$ cat src/rtl/leaf_tx_queue.sv
// leaf_tx_queue
//   Transmit stage between a processing element and one network leaf port.
//   Words offered by the PE are turned into packets {valid, dest, src, data}
//   when they are pushed, and held in a small FIFO. The head packet is loaded
//   into an output register that drives bus_o. It is re-driven while the
//   network asserts resend, so a rejected packet is never lost or reordered.
//
// Ports
//   clk         clock
//   reset       synchronous, active-high reset
//   in_valid    PE offers a word
//   in_ready    queue can accept (depends only on the queued-entry count)
//   in_dest     destination leaf address
//   in_data     user data
//   bus_o       packet to network; MSB is valid; all zeros when idle
//   resend      network rejected the packet currently on bus_o
//   fifo_count  entries queued, not counting the packet on bus_o
//   retry_cnt   saturating count of edges with bus_o valid && resend
module leaf_tx_queue #(
   parameter  int num_leaves = 8,
   parameter  int addr       = 0,
   parameter  int data_sz    = 4,
   parameter  int fifo_depth = 4,
   localparam int addr_w     = $clog2(num_leaves),
   localparam int payload_sz = addr_w + data_sz,
   localparam int p_sz       = 1 + addr_w + payload_sz,
   localparam int cnt_w      = $clog2(fifo_depth) + 1
) (
   input  logic               clk,
   input  logic               reset,
   input  logic               in_valid,
   output logic               in_ready,
   input  logic [addr_w-1:0]  in_dest,
   input  logic [data_sz-1:0] in_data,
   output logic [p_sz-1:0]    bus_o,
   input  logic               resend,
   output logic [cnt_w-1:0]   fifo_count,
   output logic [15:0]        retry_cnt
);

   localparam int PTR_W = $clog2(fifo_depth);
   localparam logic [addr_w-1:0] SRC_ADDR = addr_w'(addr);

   typedef enum logic {IDLE = 1'b0, SEND = 1'b1} state_e;

   state_e             state_q, state_d;
   logic [p_sz-1:0]    mem_q [fifo_depth];
   logic [PTR_W-1:0]   wr_ptr_q, wr_ptr_d;
   logic [PTR_W-1:0]   rd_ptr_q, rd_ptr_d;
   logic [cnt_w-1:0]   count_q, count_d;
   logic [p_sz-1:0]    out_q, out_d;
   logic [15:0]        retry_q, retry_d;
   logic               push_s;
   logic               pop_s;
   logic               fifo_nonempty_s;

   // Acceptance looks only at the stored count, so a full queue refuses a
   // word even on an edge where the head is being popped.
   assign in_ready        = (count_q < cnt_w'(fifo_depth));
   assign push_s          = in_valid && in_ready;
   assign fifo_nonempty_s = (count_q != {cnt_w{1'b0}});

   assign bus_o      = out_q;
   assign fifo_count = count_q;
   assign retry_cnt  = retry_q;

   // Output-register FSM: next packet, pop decision, retry accounting.
   always_comb begin
      state_d = state_q;
      out_d   = out_q;
      retry_d = retry_q;
      pop_s   = 1'b0;
      case (state_q)
         SEND: begin
            if (resend) begin
               // Hold the rejected packet; nothing behind it may overtake.
               if (retry_q != 16'hFFFF) begin
                  retry_d = retry_q + 16'd1;
               end else begin
                  retry_d = retry_q;
               end
            end else if (fifo_nonempty_s) begin
               pop_s   = 1'b1;
               out_d   = mem_q[rd_ptr_q];
               state_d = SEND;
            end else begin
               out_d   = {p_sz{1'b0}};
               state_d = IDLE;
            end
         end
         IDLE: begin
            // resend has no meaning while nothing is being driven.
            if (fifo_nonempty_s) begin
               pop_s   = 1'b1;
               out_d   = mem_q[rd_ptr_q];
               state_d = SEND;
            end else begin
               out_d   = {p_sz{1'b0}};
               state_d = IDLE;
            end
         end
         default: begin
            out_d   = {p_sz{1'b0}};
            state_d = IDLE;
         end
      endcase
   end

   // FIFO pointer and occupancy next-state.
   always_comb begin
      wr_ptr_d = wr_ptr_q;
      rd_ptr_d = rd_ptr_q;
      if (push_s) begin
         wr_ptr_d = wr_ptr_q + {{(PTR_W-1){1'b0}}, 1'b1};
      end else begin
         wr_ptr_d = wr_ptr_q;
      end
      if (pop_s) begin
         rd_ptr_d = rd_ptr_q + {{(PTR_W-1){1'b0}}, 1'b1};
      end else begin
         rd_ptr_d = rd_ptr_q;
      end
      count_d = count_q + {{(cnt_w-1){1'b0}}, push_s} - {{(cnt_w-1){1'b0}}, pop_s};
   end

   // State, pointer, output and counter registers.
   always_ff @(posedge clk) begin
      if (reset) begin
         state_q  <= IDLE;
         wr_ptr_q <= {PTR_W{1'b0}};
         rd_ptr_q <= {PTR_W{1'b0}};
         count_q  <= {cnt_w{1'b0}};
         out_q    <= {p_sz{1'b0}};
         retry_q  <= 16'h0000;
      end else begin
         state_q  <= state_d;
         wr_ptr_q <= wr_ptr_d;
         rd_ptr_q <= rd_ptr_d;
         count_q  <= count_d;
         out_q    <= out_d;
         retry_q  <= retry_d;
      end
   end

   // FIFO storage; the packet is assembled at push time.
   always_ff @(posedge clk) begin
      if (!reset && push_s) begin
         mem_q[wr_ptr_q] <= {1'b1, in_dest, SRC_ADDR, in_data};
      end
   end

endmodule

$ cat config.mk
export PLATFORM = sky130hd
export DESIGN_NAME = leaf_tx_queue
export DESIGN_NICKNAME = d
export VERILOG_FILES = /design/src/rtl/leaf_tx_queue.sv
export SDC_FILE = /design/constraint.sdc
export NUM_CORES = 1
export LEC_CHECK = 0
export ABC_CLOCK_PERIOD_IN_PS = 2900
export BUFFER_PORTS_ARGS = -buffer_cell sky130_fd_sc_hd__buf_2
export CORE_UTILIZATION = 45
export DETAILED_ROUTE_END_ITERATION = 8
export PLACE_DENSITY = 0.69
export SYNTH_ARGS = -nofsm -noshare
export SYNTH_HDL_FRONTEND = slang
export SYNTH_SLANG_ARGS = --single-unit
$ cat constraint.sdc
create_clock -name clk -period 2.9 [get_ports clk]
set_clock_uncertainty 0.15 [all_clocks]
set_input_delay 0.58 -clock clk [delete_from_list [all_inputs] [get_ports clk]]
set_output_delay 0.58 -clock clk [all_outputs]
set_load 0.01 [all_outputs]
Word level (Yosys, flattened, before mapping):

Memory sizes are Yosys's and may differ from the RTL's. A register that Yosys moved wholly into a read port is not among the register bits.
Cells that the tools add are included.

* register bits: 35
* latch bits: 0
* bits in writable memories: 28
* memory bits (read-only): 0
* output and inout port bits: 31
* word-level logic and storage cells: 33
* memories: 1

* $add $sub $neg: 5
* $mul: 0
* div/mod/pow operators: 0
* order comparisons: 1
* equal/unequal tests: 2
* shift-type cells: 0
* muxes and demuxes: 12
* bitwise operators: 1
* reduce and logical (&&, ||, !) cells: 5

Memories
* mem_q: depth 4, width 7, read ports 1, clocked after Yosys merged registers in 1, wr ports 1, line 47 `logic [p_sz-1:0] mem_q [fifo_depth];`

Operator list (number)
* $mux 11: 2
* $pmux 11 s2: 1
* $add 16x1->16 const B: 1
* $ne 16x16->1 const B: 1
* $mux 1: 5
* $add 2x1->2 const B: 2
* $mux 2: 2
* $pmux 1 s2: 2
* $add 3x1->3: 1
* $lt 3x3->1 const B: 1
* $reduce_and 3->1: 1
* $reduce_bool 3->1: 1
* $sub 3x1->3: 1
* $logic_and 1x1->1: 2
* $ne 2x2->1 const B: 1
* $logic_not 1->1: 1
* $not 1->1: 1

Depth between registers and ports, before layout:

Gate-level depths: netlist (run 1).

* word-level depth: 6
* gate-level depth with buffers: 10
* depth with buffers taken out: 8

Least setup slack after synthesis (run 1):

No wires, ideal clock.

* kind: in2reg
* start: input resend
* end: register count_q[2], in the netlist fifo_count[2]
* library setup time: 0.128 ns
* data arrival time: 2.303 ns
* path slack: 0.319 ns
* stages: 10
* buffers on the path: 2
* path through: and2_0 buf_2 clkbuf_1 nor2_4 xnor2_1 ha_1 fa_1 xnor2_1 xnor2_1 nor2_1

* word-level cells in the longest chain between the ends: 3

RTL lines
* from (decl): line 36 `input logic resend,`
* $mux 1: line 75 `if (resend) begin`
* $pmux 1 s2: line 73 `case (state_q)`
* $sub 3x1->3: line 123 `count_d = count_q + {{(cnt_w-1){1'b0}}, push_s} - {{(cnt_w-1){1'b0}}, pop_s};`
* to (signal assigned): line 132 `count_q <= {cnt_w{1'b0}};`
* to (signal assigned): line 139 `count_q <= count_d;`
* to (decl): line 50 `logic [cnt_w-1:0] count_q, count_d;`

No other way between the ends.
A chain may end at the register's enable or synchronous reset.

Worst setup path in the final report (run 1):

* start: register count_q[1], in the netlist fifo_count[1]
* end: register count_q[2], in the netlist fifo_count[2]

* word-level cells in the longest chain between the ends: 5
* elaborated cells on any way between the ends: 8
* those cells by class: 2 x add/sub; 1 x order compare; 3 x mux; 2 x reduce/logical

RTL lines (line)
* parallel branches: the longest is 4 deep, another holds $lt 3x3->1
* $sub 3x1->3 *: 123

Every way passes the cells marked *.

==> metrics.txt, run 1 <==
All-Layer GR Usage=17.0%; Clock Sink Count=62; sw frac=27.9%; Resized cells post-CTS=0; max_cap viols=0; post-cts hold buffer count=0; Worst Hold Slack=306 ps; share of async-settable or async-resettable flops after synthesis=0%; required time of the worst setup path=2970 ps; setup violation total in the final timing report=0; CTS tree=built; LEAKAGE=1.16 nW; pins over their slew limit=0; die height=78.1 um; count of input and output buffers=38; top cells by area, synth=sky130_fd_sc_hd__edfxtp_1 (32%), sky130_fd_sc_hd__dfxtp_1 (26%), sky130_fd_sc_hd__mux4_2 (6.0%); internal power consumption=0.00175 W; total CTS buffers=9; per-cell routed wire length=14.4 um; share of the synthesized area in the top cell type=about a third; pin count of the biggest net entering global routing=35; Worst VDD drop=471 uV; maximum clock path buffer count=2; Avg Vias per Cell=5.28; sequential-to-total area share from yosys stat=58.3%; number of synthesized flops with an enable pin=28; remaining max-slew budget at the tightest pin=62.0%; relative contribution of the clock network to total power=roughly 33%; antenna violations before repair=0; Worst-Margin Slew=between 500 and 600 ps; Synth Cell Area=0.00261 mm2; final RePlAce weighted congestion=0.737; Final Hold Violating Endpoints=0; row cnt=27; result of the run=complete, no violations; wire length of the first global-routing pass=7660 um; number of top-level pins=42; r2r worst-path depth=8; post-synthesis area per instance=~12 um2; Placeable Area=0.00554 mm2; critical-path maximum fanout=10; achievable clock frequency=about 0.42 GHz; worst hold path class=input port to flip-flop; portion of total power attributed to combinational logic=21.4%; Starting DRT DRC Count=55; overall die width=78.1 um; reg-to-reg slack, setup=520 ps; Antenna Diode Count=0; post-route ant nets=0; final wirelength=roughly 4700 um; dominant cell type by area after synthesis=sky130_fd_sc_hd__edfxtp_1; H-tree depth=3; critical register-to-register path endpoint=fifo_count[2]$_SDFF_PP0_; number of design rule violations left after detail routing=0; launch point of the worst reg-to-reg path=fifo_count[1]$_SDFF_PP0_; root buffer cell=sky130_fd_sc_hd__clkbuf_8; post-route minimum period=2380 ps; ratio of final minimum period to clock period=82.1%; area growth from synthesis to final layout=16.6%; Critical Path Start Type=flip-flop; Clock transition at path regs=70 ps; die outline area=0.00611 mm2; count of vias placed by the detailed router=1,736; hold depth=1; Post-CTS Setup Inserts=0; detailed-routing iteration count for the pre-antenna-repair pass=4; predominant post-synthesis flop cell=sky130_fd_sc_hd__dfxtp_1; fraction of power consumed by sequential logic=45.9%; net switching power of the design=0.000678 W; Worst Hold End=mem_q[2][5]$_DFFE_PP_; number of nets in the finished design=270; source-to-sink clock delay at the later pin of the worst-skew pair=340 ps; total overflow reported by the global router=0; vias in the first global route=1,596; critical path arrival=around 2500 ps; number of synthesized register bits=62; RSZ-0062 raised after global routing=false; worst hold path startpoint=in_dest[1]; Post-Syn Instances=between 200 and 250; kind of capture point of the worst setup path=flip-flop; summed negative setup slack over all endpoints=0 ps; share of post-route cells with drive strength above 1=26.8%; critical path type=flip-flop to flip-flop; Yosys warnings=0; number of different library cells in the post-synthesis netlist=45; effective utilization at floorplan=47.1%; cell area power density=800 mW/mm2; half-perimeter wire length of the detailed placement result=3140 um
[worst max-delay path by stage]
stage	endpoint	slack, ps	startpoint	cells after the start
global route	fifo_count[2]$_SDFF_PP0_	360	fifo_count[1]$_SDFF_PP0_	8
CTS	fifo_count[2]$_SDFF_PP0_	490	fifo_count[1]$_SDFF_PP0_	8
finish	fifo_count[2]$_SDFF_PP0_	520	fifo_count[1]$_SDFF_PP0_	8
detailed placement	fifo_count[2]$_SDFF_PP0_	390	resend	9
floorplan	fifo_count[2]$_SDFF_PP0_	320	resend	10
global placement	fifo_count[2]$_SDFF_PP0_	440	resend	9
[flip-flops by register name, summed over array words and instances (netlist names), named ones only]
name and count:
retry_cnt 16, rd_ptr_q 2, state_q 1, fifo_count 3, wr_ptr_q 2, mem_q 28, bus_o 8
[metal layers]
metal,up-vias,global-route usage [%],wire length [um]
met3,8,7.09,229
met5,-,0,0
met2,41,27.6,2260
met1,822,20.0,2180
met4,0,6.11,60
li1,865,-,-
[power groups by stage]
stage	Combinational (W)	Clock (W)	Sequential, W
after global placement	0.000510	0	0.00114
after global routing	0.000584	0.000858	0.00113
final	0.000520	0.000795	0.00112
after CTS	0.000530	0.000814	0.00112
after floorplan	0.000398	0	0.00112
after detailed placement	0.000527	0	0.00114
[synth_stat cells, types with 2 or more instances]
library cell	count
sky130_fd_sc_hd__and2_1	4
sky130_fd_sc_hd__o21ai_0	6
sky130_fd_sc_hd__or3_1	5
sky130_fd_sc_hd__o31ai_1	7
sky130_fd_sc_hd__clkbuf_1	5
sky130_fd_sc_hd__nor2_1	18
sky130_fd_sc_hd__mux4_2	7
sky130_fd_sc_hd__nor4_1	2
sky130_fd_sc_hd__a22oi_1	7
sky130_fd_sc_hd__nor3_1	3
sky130_fd_sc_hd__nand2_1	8
sky130_fd_sc_hd__dfxtp_1	34
sky130_fd_sc_hd__nor2b_1	3
sky130_fd_sc_hd__a21oi_1	14
sky130_fd_sc_hd__edfxtp_1	28
sky130_fd_sc_hd__or4_1	5
sky130_fd_sc_hd__buf_4	4
sky130_fd_sc_hd__inv_1	6
sky130_fd_sc_hd__ha_1	6
sky130_fd_sc_hd__nand3_1	5
sky130_fd_sc_hd__and3_1	2
sky130_fd_sc_hd__xnor2_1	6
sky130_fd_sc_hd__nand4_1	4
[final cells by class]
| class | instances | area, um2 |
|---|---|---|
| fill | 488 | 2500 |
| sequential | 62 | 1520 |
| multi-input combinational | 132 | 990 |
| timing repair buffer | 41 | 213 |
| clock buffer | 10 | 128 |
| tap | 72 | 90.1 |
| clock inverter | 6 | 77.6 |
| inverter | 6 | 22.5 |
[stage by stage]
step	utilization (%)	area, um2	setup WS, ps	power, W	instances
2_1_floorplan	-	2620	319	0.00151	213
3_3_place_gp	51.2	2840	442	0.00165	313
3_5_place_dp	51.2	2840	391	0.00166	313
4_1_cts	54.9	3040	495	0.00247	329
5_1_grt	54.9	3040	362	0.00258	329
6_report	54.9	3040	520	0.00243	329
[cell families after synthesis]
family | count (synthesis) | share of synthesized area (%)
XOR/XNOR | 7 | 2.35
multiplexers | 9 | 6.86
AND/OR/NAND/NOR | 70 | 16.2
AO/OA/AOI/OAI | 36 | 8.49
flip-flops | 62 | 58.3
adder cells (fa/ha/maj) | 7 | 3.65
other | 1 | 0.144
buffers and inverters | 19 | 4.03
[cell usage in the layout, fill, tap and decap left out, types with 2 or more instances in the layout]
cell type                   instances
sky130_fd_sc_hd__buf_2             38
sky130_fd_sc_hd__dfxtp_1           34
sky130_fd_sc_hd__edfxtp_1          28
sky130_fd_sc_hd__nor2_1            18
sky130_fd_sc_hd__a21oi_1           14
sky130_fd_sc_hd__clkbuf_8           9
sky130_fd_sc_hd__nand2_1            8
sky130_fd_sc_hd__mux4_2             7
sky130_fd_sc_hd__a22oi_1            7
sky130_fd_sc_hd__o31ai_1            7
sky130_fd_sc_hd__inv_1              6
sky130_fd_sc_hd__xnor2_1            6
sky130_fd_sc_hd__o21ai_0            6
sky130_fd_sc_hd__ha_1               6
sky130_fd_sc_hd__or4_1              5
sky130_fd_sc_hd__nand3_1            5
sky130_fd_sc_hd__or3_1              5
sky130_fd_sc_hd__and2_1             4
sky130_fd_sc_hd__nand4_1            4
sky130_fd_sc_hd__nor3_1             3
sky130_fd_sc_hd__nor2b_1            3
sky130_fd_sc_hd__conb_1             3
sky130_fd_sc_hd__buf_4              3
sky130_fd_sc_hd__and3_1             2
sky130_fd_sc_hd__nor4_1             2
sky130_fd_sc_hd__clkinv_1           2
sky130_fd_sc_hd__bufinv_16          2
sky130_fd_sc_hd__clkinv_2           2
[worst max-delay path: stages, from the launching register on]
cell	delay, ps
sky130_fd_sc_hd__dfxtp_1	340
sky130_fd_sc_hd__nor3_1	500
sky130_fd_sc_hd__nor2_4	140
sky130_fd_sc_hd__xnor2_1	170
sky130_fd_sc_hd__ha_1	200
sky130_fd_sc_hd__fa_1	380
sky130_fd_sc_hd__xnor2_1	180
sky130_fd_sc_hd__xnor2_1	140
sky130_fd_sc_hd__nor2_1	50
No activity file was read; power rests on OpenSTA's default activity.
==> run 2, diff against run 1 <==
--- a/config.mk
+++ b/config.mk
@@ -5,11 +5,11 @@
 export SDC_FILE = /design/constraint.sdc
 export NUM_CORES = 1
 export LEC_CHECK = 0
-export ABC_CLOCK_PERIOD_IN_PS = 2900
+export ABC_CLOCK_PERIOD_IN_PS = 2060
 export BUFFER_PORTS_ARGS = -buffer_cell sky130_fd_sc_hd__buf_2
 export CORE_UTILIZATION = 45
 export DETAILED_ROUTE_END_ITERATION = 8
-export PLACE_DENSITY = 0.69
+export PLACE_DENSITY = 0.71
 export SYNTH_ARGS = -nofsm -noshare
 export SYNTH_HDL_FRONTEND = slang
 export SYNTH_SLANG_ARGS = --single-unit
==> constraint.sdc (replaced) <==
create_clock -name clk -period 2.06 [get_ports clk]
set_clock_uncertainty 0.15 [all_clocks]
set_input_delay 0.412 -clock clk [delete_from_list [all_inputs] [get_ports clk]]
set_output_delay 0.412 -clock clk [all_outputs]
set_load 0.01 [all_outputs]
==> run 2 against run 1 <==
  * Clock power is 50% higher
  * Core utilization is 2.4 points higher
  * Global-route usage rose by 0.63 points
  * Die area unchanged
  * Total power grew 50%
  * Clock-buffer cell count unchanged
  * Wire length is 3.7% higher
  * Critical path type unchanged
  * Critical endpoint unchanged
==> metrics.txt, run 2 (same netlist as run 1, synthesis figures left out) <==
achievable clock frequency=0.512 GHz (was 0.420 GHz); final wirelength=4900 um (was 4730 um); All-Layer GR Usage=17.6% (was 17.0%); pins over their slew limit=0 (unchanged); vias in the first global route=1,719 (was 1,596); worst hold path class=input port to flip-flop (unchanged); post-route minimum period=1950 ps (was 2380 ps); highest-utilization routing layer at the global route stage=met2 (unchanged); ratio of final minimum period to clock period=94.8% (was 82.1%); count of vias placed by the detailed router=1,810 (was 1,736); required time of the worst setup path=2120 ps (was 2970 ps); most common cell after layout, fill and taps aside=sky130_fd_sc_hd__buf_2 (unchanged); register ranked first by flip-flop count=mem_q (unchanged); GRT met3 Usage=3.84% (was 7.09%); global routing usage on met1=21.8% (was 20.0%); GR Layer Usage met2=29.2% (was 27.6%); half-perimeter wire length of the detailed placement result=3380 um (was 3140 um); per-cell routed wire length=14.4 um (about the same); overall die width=78.1 um (unchanged); launch point of the worst reg-to-reg path=fifo_count[2]$_SDFF_PP0_ (was fifo_count[1]$_SDFF_PP0_); antenna violations before repair=0 (unchanged); die height=78.1 um (unchanged); worst hold path startpoint=in_data[1] (was in_dest[1]); Post-Place Worst Slack=-34.4 ps (was 391 ps); number of fillers in the final layout=464 (was 488); critical path arrival=2010 ps (was 2450 ps); critical path type=flip-flop to flip-flop (unchanged); RSZ-0062 raised after global routing=true (was false); Placeable Area=0.00554 mm2 (unchanged); Clock transition at path regs=80 ps (was 70 ps); effective utilization at floorplan=47.1% (unchanged); startpoint of the worst setup timing path=fifo_count[2]$_SDFF_PP0_ (was fifo_count[1]$_SDFF_PP0_); post-cts hold buffer count=0 (unchanged); wire length of the first global-routing pass=8110 um (was 7660 um); critical register-to-register path endpoint=fifo_count[2]$_SDFF_PP0_ (unchanged); Avg Vias per Cell=5.31 (was 5.28); max_cap viols=0 (unchanged); area growth from synthesis to final layout=21.7% (was 16.6%); critical-path maximum fanout=3 (was 10); overall power after layout=0.00365 W (was 0.00243 W); kind of capture point of the worst setup path=flip-flop (unchanged); die outline area=0.00611 mm2 (unchanged); total overflow reported by the global router=0 (unchanged); number of flip-flops under the largest register name=28 (unchanged); LEAKAGE=1.23 nW (was 1.16 nW); r2r worst-path depth=9 (was 8); Clock Sink Count=62 (unchanged); final RePlAce weighted congestion=0.775 (was 0.737); pin count of the biggest net entering global routing=35 (unchanged); result of the run=complete, no violations (unchanged); setup violation total in the final timing report=0 (unchanged); Worst Hold End=mem_q[2][1]$_DFFE_PP_ (was mem_q[2][5]$_DFFE_PP_); Critical Path Start Type=flip-flop (unchanged); root buffer cell=sky130_fd_sc_hd__clkbuf_8 (unchanged); cell area power density=1150 mW/mm2 (was 800 mW/mm2); top library cells by usage in the layout, fill and taps aside=sky130_fd_sc_hd__buf_2 (38), sky130_fd_sc_hd__dfxtp_1 (32), sky130_fd_sc_hd__edfxtp_1 (28) (was sky130_fd_sc_hd__buf_2 (38), sky130_fd_sc_hd__dfxtp_1 (34), sky130_fd_sc_hd__edfxtp_1 (28)); CTS tree=built (unchanged); number of design rule violations left after detail routing=0 (unchanged); least setup slack across all paths after layout=106 ps (was 520 ps); number of nets in the finished design=282 (was 270); post-route ant nets=0 (unchanged); total CTS buffers=9 (unchanged); row cnt=27 (unchanged); number of top-level pins=42 (unchanged); source-to-sink clock delay at the later pin of the worst-skew pair=340 ps (about the same); Worst VDD drop=572 uV (was 471 uV); count of input and output buffers=38 (unchanged); hold depth=1 (unchanged); H-tree depth=3 (unchanged); maximum clock path buffer count=2 (unchanged); Final Hold Violating Endpoints=0 (unchanged); share of post-route cells with drive strength above 1=33.5% (was 26.8%); Starting DRT DRC Count=97 (was 55); Antenna Diode Count=0 (unchanged); reg-to-reg slack, setup=110 ps (was 520 ps); detailed-routing iteration count for the pre-antenna-repair pass=5 (was 4)
[run 2: stage by stage]
step	util, %	setup TNS (ps)	std cells	hold WS (ps)	instance area [um2]
floorplan	-	-233	213	331	2640
global placement	52.9	0	324	306	2930
detailed placement	52.9	-34.4	324	312	2930
CTS	56.9	0	340	122	3150
global route	57.3	-5.77	341	128	3180
finish	57.3	0	341	136	3180
[run 2: repair_timing]
action	CTS	global route
setup buffers	0	1
endpoints found under the setup margin	0	1
resized for setup	0	4
[run 2: final cells by class]
class | count | area, um2 | area share [%]
clock buffer | 10 | 128 | 4.02
sequential | 62 | 1520 | 48.0
tap | 72 | 90.1 | 2.84
timing repair buffer | 53 | 303 | 9.54
inverter | 6 | 22.5 | 0.709
clock inverter | 6 | 93.8 | 2.96
multi-input combinational | 132 | 1010 | 32.0
[run 2: worst max-delay path by stage]
stage,end,slack [ps],cells after the start
3_5_place_dp,fifo_count[2]$_SDFF_PP0_,-30,9
2_1_floorplan,fifo_count[2]$_SDFF_PP0_,-160,10
6_report,fifo_count[2]$_SDFF_PP0_,110,9
3_3_place_gp,fifo_count[2]$_SDFF_PP0_,10,9
4_1_cts,fifo_count[2]$_SDFF_PP0_,20,9
5_1_grt,fifo_count[2]$_SDFF_PP0_,-6,9
[run 2: layer usage]
| layer | vias up | part of all wire [%] |
|---|---|---|
| li1 | 890 | - |
| met2 | 41 | 50 |
| met3 | 6 | 4.2 |
| met5 | - | 0 |
| met1 | 873 | 44 |
| met4 | 0 | 1.2 |
[run 2: report_power, final]
group / total [W] / internal (W) / switching, W
sequential: 0.00154 / 0.00144 / 0.0000929
clock: 0.00119 / 0.000690 / 0.000500
combinational: 0.000928 / 0.000483 / 0.000444
[run 2: critical path, cell delays in order (launching register included)]
cell,delay [ps]
sky130_fd_sc_hd__dfxtp_2,320
sky130_fd_sc_hd__nor3_2,170
sky130_fd_sc_hd__buf_4,150
sky130_fd_sc_hd__nor2_4,50
sky130_fd_sc_hd__xnor2_2,130
sky130_fd_sc_hd__ha_2,180
sky130_fd_sc_hd__fa_2,350
sky130_fd_sc_hd__xnor2_2,150
sky130_fd_sc_hd__xnor2_1,130
sky130_fd_sc_hd__nor2_1,50
